### src/rtl/data_mux_pkg.sv
// -----------------------------------------------------------------------------
// data_mux_pkg
// Shared definitions for the data_multiplex / data_demultiplex_rx pair:
// mode encodings, channel index constants, receive FSM states and the
// slot-schedule helper functions (start channel and next channel per mode).
// Keeping the schedule here guarantees both ends walk the channels in the
// same order.
// -----------------------------------------------------------------------------
package data_mux_pkg;

  localparam logic [1:0] MODE_IDLE = 2'b00;
  localparam logic [1:0] MODE_FWD  = 2'b01;
  localparam logic [1:0] MODE_REV  = 2'b10;
  localparam logic [1:0] MODE_FIX  = 2'b11;

  localparam int         NUM_CH  = 3;
  localparam logic [1:0] CH_NONE = 2'd3;

  typedef enum logic {
    ST_IDLE = 1'b0,
    ST_RUN  = 1'b1
  } rx_state_e;

  // First channel of a schedule: reverse starts at ch3 (index 2), the
  // others at ch1 (index 0).
  function automatic logic [1:0] start_ch(input logic [1:0] mode);
    logic [1:0] ch;
    case (mode)
      MODE_FWD: ch = 2'd0;
      MODE_REV: ch = 2'd2;
      MODE_FIX: ch = 2'd0;
      default:  ch = CH_NONE;
    endcase
    return ch;
  endfunction

  // Channel that follows `ch` in the given schedule.
  function automatic logic [1:0] next_ch(input logic [1:0] mode,
                                         input logic [1:0] ch);
    logic [1:0] nxt;
    case (mode)
      MODE_FWD: nxt = (ch == 2'd2) ? 2'd0 : ch + 2'd1;
      MODE_REV: nxt = (ch == 2'd0) ? 2'd2 : ch - 2'd1;
      MODE_FIX: nxt = 2'd0;
      default:  nxt = CH_NONE;
    endcase
    return nxt;
  endfunction

endpackage

### src/rtl/slot_counter.sv
// -----------------------------------------------------------------------------
// slot_counter
// Slot-length latch and cycle counter for the demux schedule.
//   clk      : system clock
//   rst      : synchronous active-high reset (count=0, latched length=1)
//   load     : restart; count->0 and length re-latched from len_in
//   advance  : one receive cycle elapsed; count up, or wrap at terminal count
//   len_in   : requested slot length (0 is treated as 1)
//   tc       : current cycle is the last one of the slot
// The length is only sampled on load or on a wrap, so a change on len_in
// mid-slot waits for the next slot boundary.
// -----------------------------------------------------------------------------
module slot_counter #(
  parameter int CNT_W = 4
) (
  input  logic             clk,
  input  logic             rst,
  input  logic             load,
  input  logic             advance,
  input  logic [CNT_W-1:0] len_in,
  output logic             tc
);

  logic [CNT_W-1:0] count_q, count_d;
  logic [CNT_W-1:0] len_q, len_d;
  logic [CNT_W-1:0] eff_len;

  assign eff_len = (len_in == '0) ? CNT_W'(1) : len_in;

  // len_q is never 0, so len_q-1 cannot underflow.
  assign tc = (count_q == (len_q - CNT_W'(1)));

  always_comb begin
    count_d = count_q;
    len_d   = len_q;
    if (load) begin
      count_d = '0;
      len_d   = eff_len;
    end else if (advance) begin
      if (tc) begin
        count_d = '0;
        len_d   = eff_len;
      end else begin
        count_d = count_q + CNT_W'(1);
      end
    end
  end

  always_ff @(posedge clk) begin
    if (rst) begin
      count_q <= '0;
      len_q   <= CNT_W'(1);
    end else begin
      count_q <= count_d;
      len_q   <= len_d;
    end
  end

endmodule

### src/rtl/data_demultiplex_rx.sv
// -----------------------------------------------------------------------------
// data_demultiplex_rx
// Receive side of data_multiplex: steers each byte of the time-multiplexed
// stream into one of three channel registers using the same mode /
// switch_clk_cycles slot schedule as the mux.
//   clk, rst           : clock, synchronous active-high reset
//   in_data            : multiplexed stream
//   mode               : 00 idle, 01 fwd round-robin, 10 rev round-robin,
//                        11 fixed ch1
//   switch_clk_cycles  : slot length in cycles (0 behaves as 1)
//   sync               : realign schedule to slot start (ignored in IDLE)
//   ch1/ch2/ch3_data   : last byte captured in each channel's slot
//   slot_done          : one-hot, one cycle, channel whose slot just ended
//   cur_ch             : channel being received (3 = none)
//   err_cnt            : only with DEMUX_STABILITY_CHECK_EN; counts bytes
//                        that differ from the first byte of their slot,
//                        saturating at 255
// Optional build macro: DEMUX_STABILITY_CHECK_EN
//
// state   | meaning
// --------+----------------------------------------------------------------
// ST_IDLE | mode==00; nothing captured, cur_ch=3, channel data held
// ST_RUN  | schedule active; in_data captured into cur_ch every cycle
// -----------------------------------------------------------------------------
module data_demultiplex_rx
  import data_mux_pkg::*;
#(
  parameter int DATA_W = 8,
  parameter int CNT_W  = 4
) (
  input  logic              clk,
  input  logic              rst,
  input  logic [DATA_W-1:0] in_data,
  input  logic [1:0]        mode,
  input  logic [CNT_W-1:0]  switch_clk_cycles,
  input  logic              sync,
  output logic [DATA_W-1:0] ch1_data,
  output logic [DATA_W-1:0] ch2_data,
  output logic [DATA_W-1:0] ch3_data,
  output logic [2:0]        slot_done,
`ifdef DEMUX_STABILITY_CHECK_EN
  output logic [7:0]        err_cnt,
`endif
  output logic [1:0]        cur_ch
);

  rx_state_e         state_q, state_d;
  logic [1:0]        cur_ch_q, cur_ch_d;
  logic [1:0]        run_mode_q, run_mode_d;
  logic [DATA_W-1:0] ch1_q, ch1_d;
  logic [DATA_W-1:0] ch2_q, ch2_d;
  logic [DATA_W-1:0] ch3_q, ch3_d;
  logic [2:0]        slot_done_q, slot_done_d;

  logic cnt_load;
  logic cnt_advance;
  logic cnt_tc;

`ifdef DEMUX_STABILITY_CHECK_EN
  logic [DATA_W-1:0] ref_q, ref_d;
  logic              ref_vld_q, ref_vld_d;
  logic [7:0]        err_q, err_d;
`endif

  slot_counter #(
    .CNT_W (CNT_W)
  ) u_slot_counter (
    .clk     (clk),
    .rst     (rst),
    .load    (cnt_load),
    .advance (cnt_advance),
    .len_in  (switch_clk_cycles),
    .tc      (cnt_tc)
  );

  always_comb begin
    state_d     = state_q;
    cur_ch_d    = cur_ch_q;
    run_mode_d  = run_mode_q;
    ch1_d       = ch1_q;
    ch2_d       = ch2_q;
    ch3_d       = ch3_q;
    slot_done_d = 3'b000;
    cnt_load    = 1'b0;
    cnt_advance = 1'b0;
`ifdef DEMUX_STABILITY_CHECK_EN
    ref_d       = ref_q;
    ref_vld_d   = ref_vld_q;
    err_d       = err_q;
`endif

    case (state_q)
      ST_IDLE: begin
        if (mode != MODE_IDLE) begin
          state_d    = ST_RUN;
          cur_ch_d   = start_ch(mode);
          run_mode_d = mode;
          cnt_load   = 1'b1;
        end
      end

      ST_RUN: begin
        if (mode == MODE_IDLE) begin
          state_d  = ST_IDLE;
          cur_ch_d = CH_NONE;
`ifdef DEMUX_STABILITY_CHECK_EN
          ref_vld_d = 1'b0;
`endif
        end else if ((mode != run_mode_q) || sync) begin
          // Restart: the current slot is abandoned, this edge captures
          // nothing and no slot_done is raised even on a boundary.
          cur_ch_d   = start_ch(mode);
          run_mode_d = mode;
          cnt_load   = 1'b1;
`ifdef DEMUX_STABILITY_CHECK_EN
          ref_vld_d  = 1'b0;
`endif
        end else begin
          cnt_advance = 1'b1;
          case (cur_ch_q)
            2'd0:    ch1_d = in_data;
            2'd1:    ch2_d = in_data;
            2'd2:    ch3_d = in_data;
            default: ;
          endcase
`ifdef DEMUX_STABILITY_CHECK_EN
          if (!ref_vld_q) begin
            ref_d     = in_data;
            ref_vld_d = 1'b1;
          end else if ((in_data != ref_q) && (err_q != 8'hFF)) begin
            err_d = err_q + 8'd1;
          end
`endif
          if (cnt_tc) begin
            // Registered alongside the channel's final data update.
            slot_done_d = 3'b001 << cur_ch_q;
            cur_ch_d    = next_ch(run_mode_q, cur_ch_q);
`ifdef DEMUX_STABILITY_CHECK_EN
            ref_vld_d   = 1'b0;
`endif
          end
        end
      end

      default: begin
        state_d  = ST_IDLE;
        cur_ch_d = CH_NONE;
      end
    endcase
  end

  always_ff @(posedge clk) begin
    if (rst) begin
      state_q     <= ST_IDLE;
      cur_ch_q    <= CH_NONE;
      run_mode_q  <= MODE_IDLE;
      ch1_q       <= '0;
      ch2_q       <= '0;
      ch3_q       <= '0;
      slot_done_q <= 3'b000;
`ifdef DEMUX_STABILITY_CHECK_EN
      ref_q       <= '0;
      ref_vld_q   <= 1'b0;
      err_q       <= 8'd0;
`endif
    end else begin
      state_q     <= state_d;
      cur_ch_q    <= cur_ch_d;
      run_mode_q  <= run_mode_d;
      ch1_q       <= ch1_d;
      ch2_q       <= ch2_d;
      ch3_q       <= ch3_d;
      slot_done_q <= slot_done_d;
`ifdef DEMUX_STABILITY_CHECK_EN
      ref_q       <= ref_d;
      ref_vld_q   <= ref_vld_d;
      err_q       <= err_d;
`endif
    end
  end

  assign ch1_data  = ch1_q;
  assign ch2_data  = ch2_q;
  assign ch3_data  = ch3_q;
  assign slot_done = slot_done_q;
  assign cur_ch    = cur_ch_q;
`ifdef DEMUX_STABILITY_CHECK_EN
  assign err_cnt   = err_q;
`endif

endmodule
### config.mk
export PLATFORM = sky130hd
export DESIGN_NAME = data_demultiplex_rx
export DESIGN_NICKNAME = d
export VERILOG_FILES = /design/src/rtl/data_mux_pkg.sv /design/src/rtl/slot_counter.sv /design/src/rtl/data_demultiplex_rx.sv
export SDC_FILE = /design/constraint.sdc
export NUM_CORES = 1
export LEC_CHECK = 0
export ABC_AREA = 1
export BUFFER_PORTS_ARGS = -buffer_cell sky130_fd_sc_hd__buf_2
export CAP_MARGIN = 10
export CORE_MARGIN = 2
export CORE_UTILIZATION = 51
export CTS_BUF_LIST = sky130_fd_sc_hd__clkbuf_4 sky130_fd_sc_hd__clkbuf_8
export CTS_CLUSTER_DIAMETER = 120
export CTS_CLUSTER_SIZE = 24
export DETAILED_ROUTE_END_ITERATION = 6
export HOLD_SLACK_MARGIN = 0.15
export PLACE_DENSITY = 0.77
export SLEW_MARGIN = 20
export SYNTH_ARGS = -nofsm -noshare
export SYNTH_HDL_FRONTEND = slang
export SYNTH_SLANG_ARGS = --single-unit
export TNS_END_PERCENT = 5
### constraint.sdc
create_clock -name clk -period 2.55 [get_ports clk]
set_input_delay 0.255 -clock clk [delete_from_list [all_inputs] [get_ports clk]]
set_output_delay 0.255 -clock clk [all_outputs]
set_load 0.01 [all_outputs]
==> flow_summary.json <==
{
  "start_util_pct": 53.6,
  "cts_root_buf": "clkbuf_4",
  "hp-start": "mode[1]",
  "slew_viol_final": 0,
  "crit_type": "reg2reg",
  "fin_worst_skew_ns": 0.0119,
  "wirelength_mm": 3.80,
  "reg2reg_to": "ch2_data[4]",
  "rr_worst_depth": 9,
  "worstMarginPinSlew_ns": 0.526,
  "final_nets": 313,
  "num-fill-cells": 316,
  "gp_congestion": 0.825,
  "required_ns": 2.77,
  "clk-insertion-delay-late_ns": 0.36,
  "grt_pass1_vias": 1403,
  "fin_crit_ns": 1.79,
  "cts_resized": 0,
  "max_cap_violations": 0,
  "hold_depth": 3,
  "synth_nets": 271,
  "p_leak_nw": 0.974,
  "dp_slack_ns": 0.791,
  "arrival_ns": 2.02,
  "hold_viol": 0,
  "ctsHoldBuffers": 0,
  "wl_per_cell_um": 11.3,
  "die_y_um": 63.7,
  "avgSynthCellArea_um2": 7.33,
  "antenna_cells": 0,
  "setup_slack_ns": 0.758,
  "grt_overflow_total": 0,
  "ys_ff_latch": 40,
  "slew_headroom_pct": 65.0,
  "cts_tree": "yes",
  "cp-end-kind": "flip-flop",
  "multi_input_area_um2": 875,
  "htreeDepth": 2,
  "netlist_area_mm2": 0.00182,
  "ys_types": 26,
  "holdPathEnd": "run_mode_q[1]",
  "port_buffers": 45,
  "ys_warn_count": 0,
  "dr.pass1.iters": 4,
  "via_per_inst": 5.01,
  "setup_tns_ns": 0,
  "rsz0062_at_grt": "no",
  "row_count": 21,
  "core_area_mm2": 0.00339,
  "grt_max_degree": 31,
  "vias": 1687,
  "power_density_mw_per_mm2": 581,
  "cts_setup_buffers": 0,
  "regArea_um2": 801,
  "grt_antenna_before_repair": 0,
  "hp-class": "in2reg",
  "dp_cells": 329,
  "cts_buffers": 5,
  "status": "complete, no violations",
  "post-route-period-util_pct": 70.3,
  "setup-violations-final": 0,
  "drt_iter0_drc": 93,
  "route.detailed.drc": 0,
  "cp_max_fo": 29,
  "die_w_um": 63.7,
  "instances_no_fill": 337,
  "r2r_start": "run_mode_q[0]",
  "whs_ns": 0.172,
  "path_clk_slew_ns": 0.11,
  "drive_gt1_share_pct": 22.3,
  "max_freq_mhz": 558,
  "yosysSeqAreaShare_pct": 44.0,
  "postRouteAntennaNets": 0,
  "fin_area_mm2": 0.00213,
  "placed_area_mm2": 0.00204,
  "startpoint_type": "flip-flop",
  "pin_count": 46,
  "synthCells": 248,
  "grt_pass1_wl_mm": 6.26,
  "cts.sinks": 40,
  "dp_hpwl_mm": 2.80,
  "track_usage_pct": 19.7,
  "irDropWorstVdd_uv": 420,
  "area_growth_pct": 17.2,
  "r2r_setup_slack_ns": 0.76,
  "dieArea_mm2": 0.00406,
  "cts.path.max_buffers": 2
}
==> worst max-delay path: stages, from the launching register on <==
cell     delay (ns)
dfxtp_1        0.40
inv_2          0.06
nand2_1        0.07
nand3_2        0.10
nor2_4         0.21
nand2_4        0.10
inv_2          0.35
nand2_2        0.21
nand2_1        0.11
a21oi_1        0.06
==> report_power, final <==
group	switching (mW)	internal [mW]
Combinational	0.0883	0.0492
Sequential	0.0126	0.639
Clock	0.215	0.235
==> through the flow <==
step / power [mW] / util (%)
6_report: 1.24 / 62.9
2_1_floorplan: 0.763 / -
3_5_place_dp: 0.803 / 60.2
4_1_cts: 1.25 / 62.9
3_3_place_gp: 0.801 / 60.2
5_1_grt: 1.30 / 62.9
==> worst max-delay path by stage <==
stage | end | cells past startpoint | startpoint | slack, ns
4_1_cts | ch2_data[4] | 9 | run_mode_q[0] | 0.77
5_1_grt | ch2_data[1] | 9 | run_mode_q[0] | 0.59
3_5_place_dp | ch2_data[5] | 9 | sync | 0.79
2_1_floorplan | u_slot_counter.len_q[1] | 9 | u_slot_counter.len_q[0] | 1.07
6_report | ch2_data[4] | 9 | run_mode_q[0] | 0.76
3_3_place_gp | ch2_data[0] | 9 | sync | 0.85
==> state kept, by name, summed over array words and instances, names as in the netlist <==
register and cells:
u_slot_counter.count_q 4, run_mode_q 2, cur_ch 2, ch2_data 8, u_slot_counter.len_q 4, ch3_data 8
ch1_data 8, slot_done 3, state_q 1
==> layer usage <==
metal	part of all wire [%]	vias up	GRT usage, %
met3	5.4	5	5.71
li1	-	886	-
met2	44	40	28.3
met5	0	-	0
met4	1.3	0	7.34
met1	49	756	27.8
==> synthesized netlist by cell type <==
cell / number / area, um^2
nand2_1: 61 / 229
dfxtp_1: 40 / 801
nand3_1: 37 / 185
a21oi_1: 30 / 150
nor2_1: 21 / 78.8
inv_1: 19 / 71.3
ha_1: 6 / 75.1
clkbuf_1: 4 / 15.0
buf_2: 3 / 15.0
inv_2: 3 / 11.3
nand2_2: 3 / 18.8
o21ai_0: 3 / 15.0
nand3_2: 2 / 20.0
or2_2: 2 / 12.5
xnor2_1: 2 / 17.5
xor2_1: 2 / 17.5
buf_1: 1 / 3.75
buf_6: 1 / 11.3
buf_8: 1 / 15.0
nand2_4: 1 / 11.3
nand3b_1: 1 / 7.51
nor2_4: 1 / 11.3
nor3_1: 1 / 5.00
o21ai_1: 1 / 5.00
o21bai_1: 1 / 7.51
o31ai_1: 1 / 7.51
==> kinds of logic (layout without fill, tap and decap cells) <==
kind of cell / Yosys count / in the layout / synth area share, %
fa+ha+maj: 6 / 6 / 4.13
compound gates: 36 / 36 / 10.2
simple gates: 130 / 130 / 31.9
buf+inv: 32 / 75 / 7.84
xor+xnor: 4 / 4 / 1.93
flops: 40 / 40 / 44.0
==> placed cells by master (no fill, tap or decap) <==
master     synthesis  final
o21ai_1            1      1
a21oi_1           30     30
nor2_4             1      1
clkbuf_4           0      5
or2_2              2      2
xnor2_1            2      2
inv_2              3      3
nand2_4            1      1
nand3b_1           1      1
xor2_1             2      2
nand2_2            3      3
nand3_2            2      2
o31ai_1            1      1
clkinv_4           0      1
buf_2              3     45
dfxtp_1           40     40
clkbuf_8           0      1
nand3_1           37     37
nor3_1             1      1
o21ai_0            3      3
ha_1               6      6
bufinv_16          0      1
nand2_1           61     61
nor2_1            21     21
inv_1             19     19
o21bai_1           1      1
==> final cells by class <==
type	count	area share, %
multi-input cells	176	41.0
flip-flops and latches	40	37.6
clock inverters	2	1.82
inverters	22	3.88
clock buffers	6	2.41
repair buffers	45	10.6
well taps	46	2.70
(Power assumes the default switching activity.)
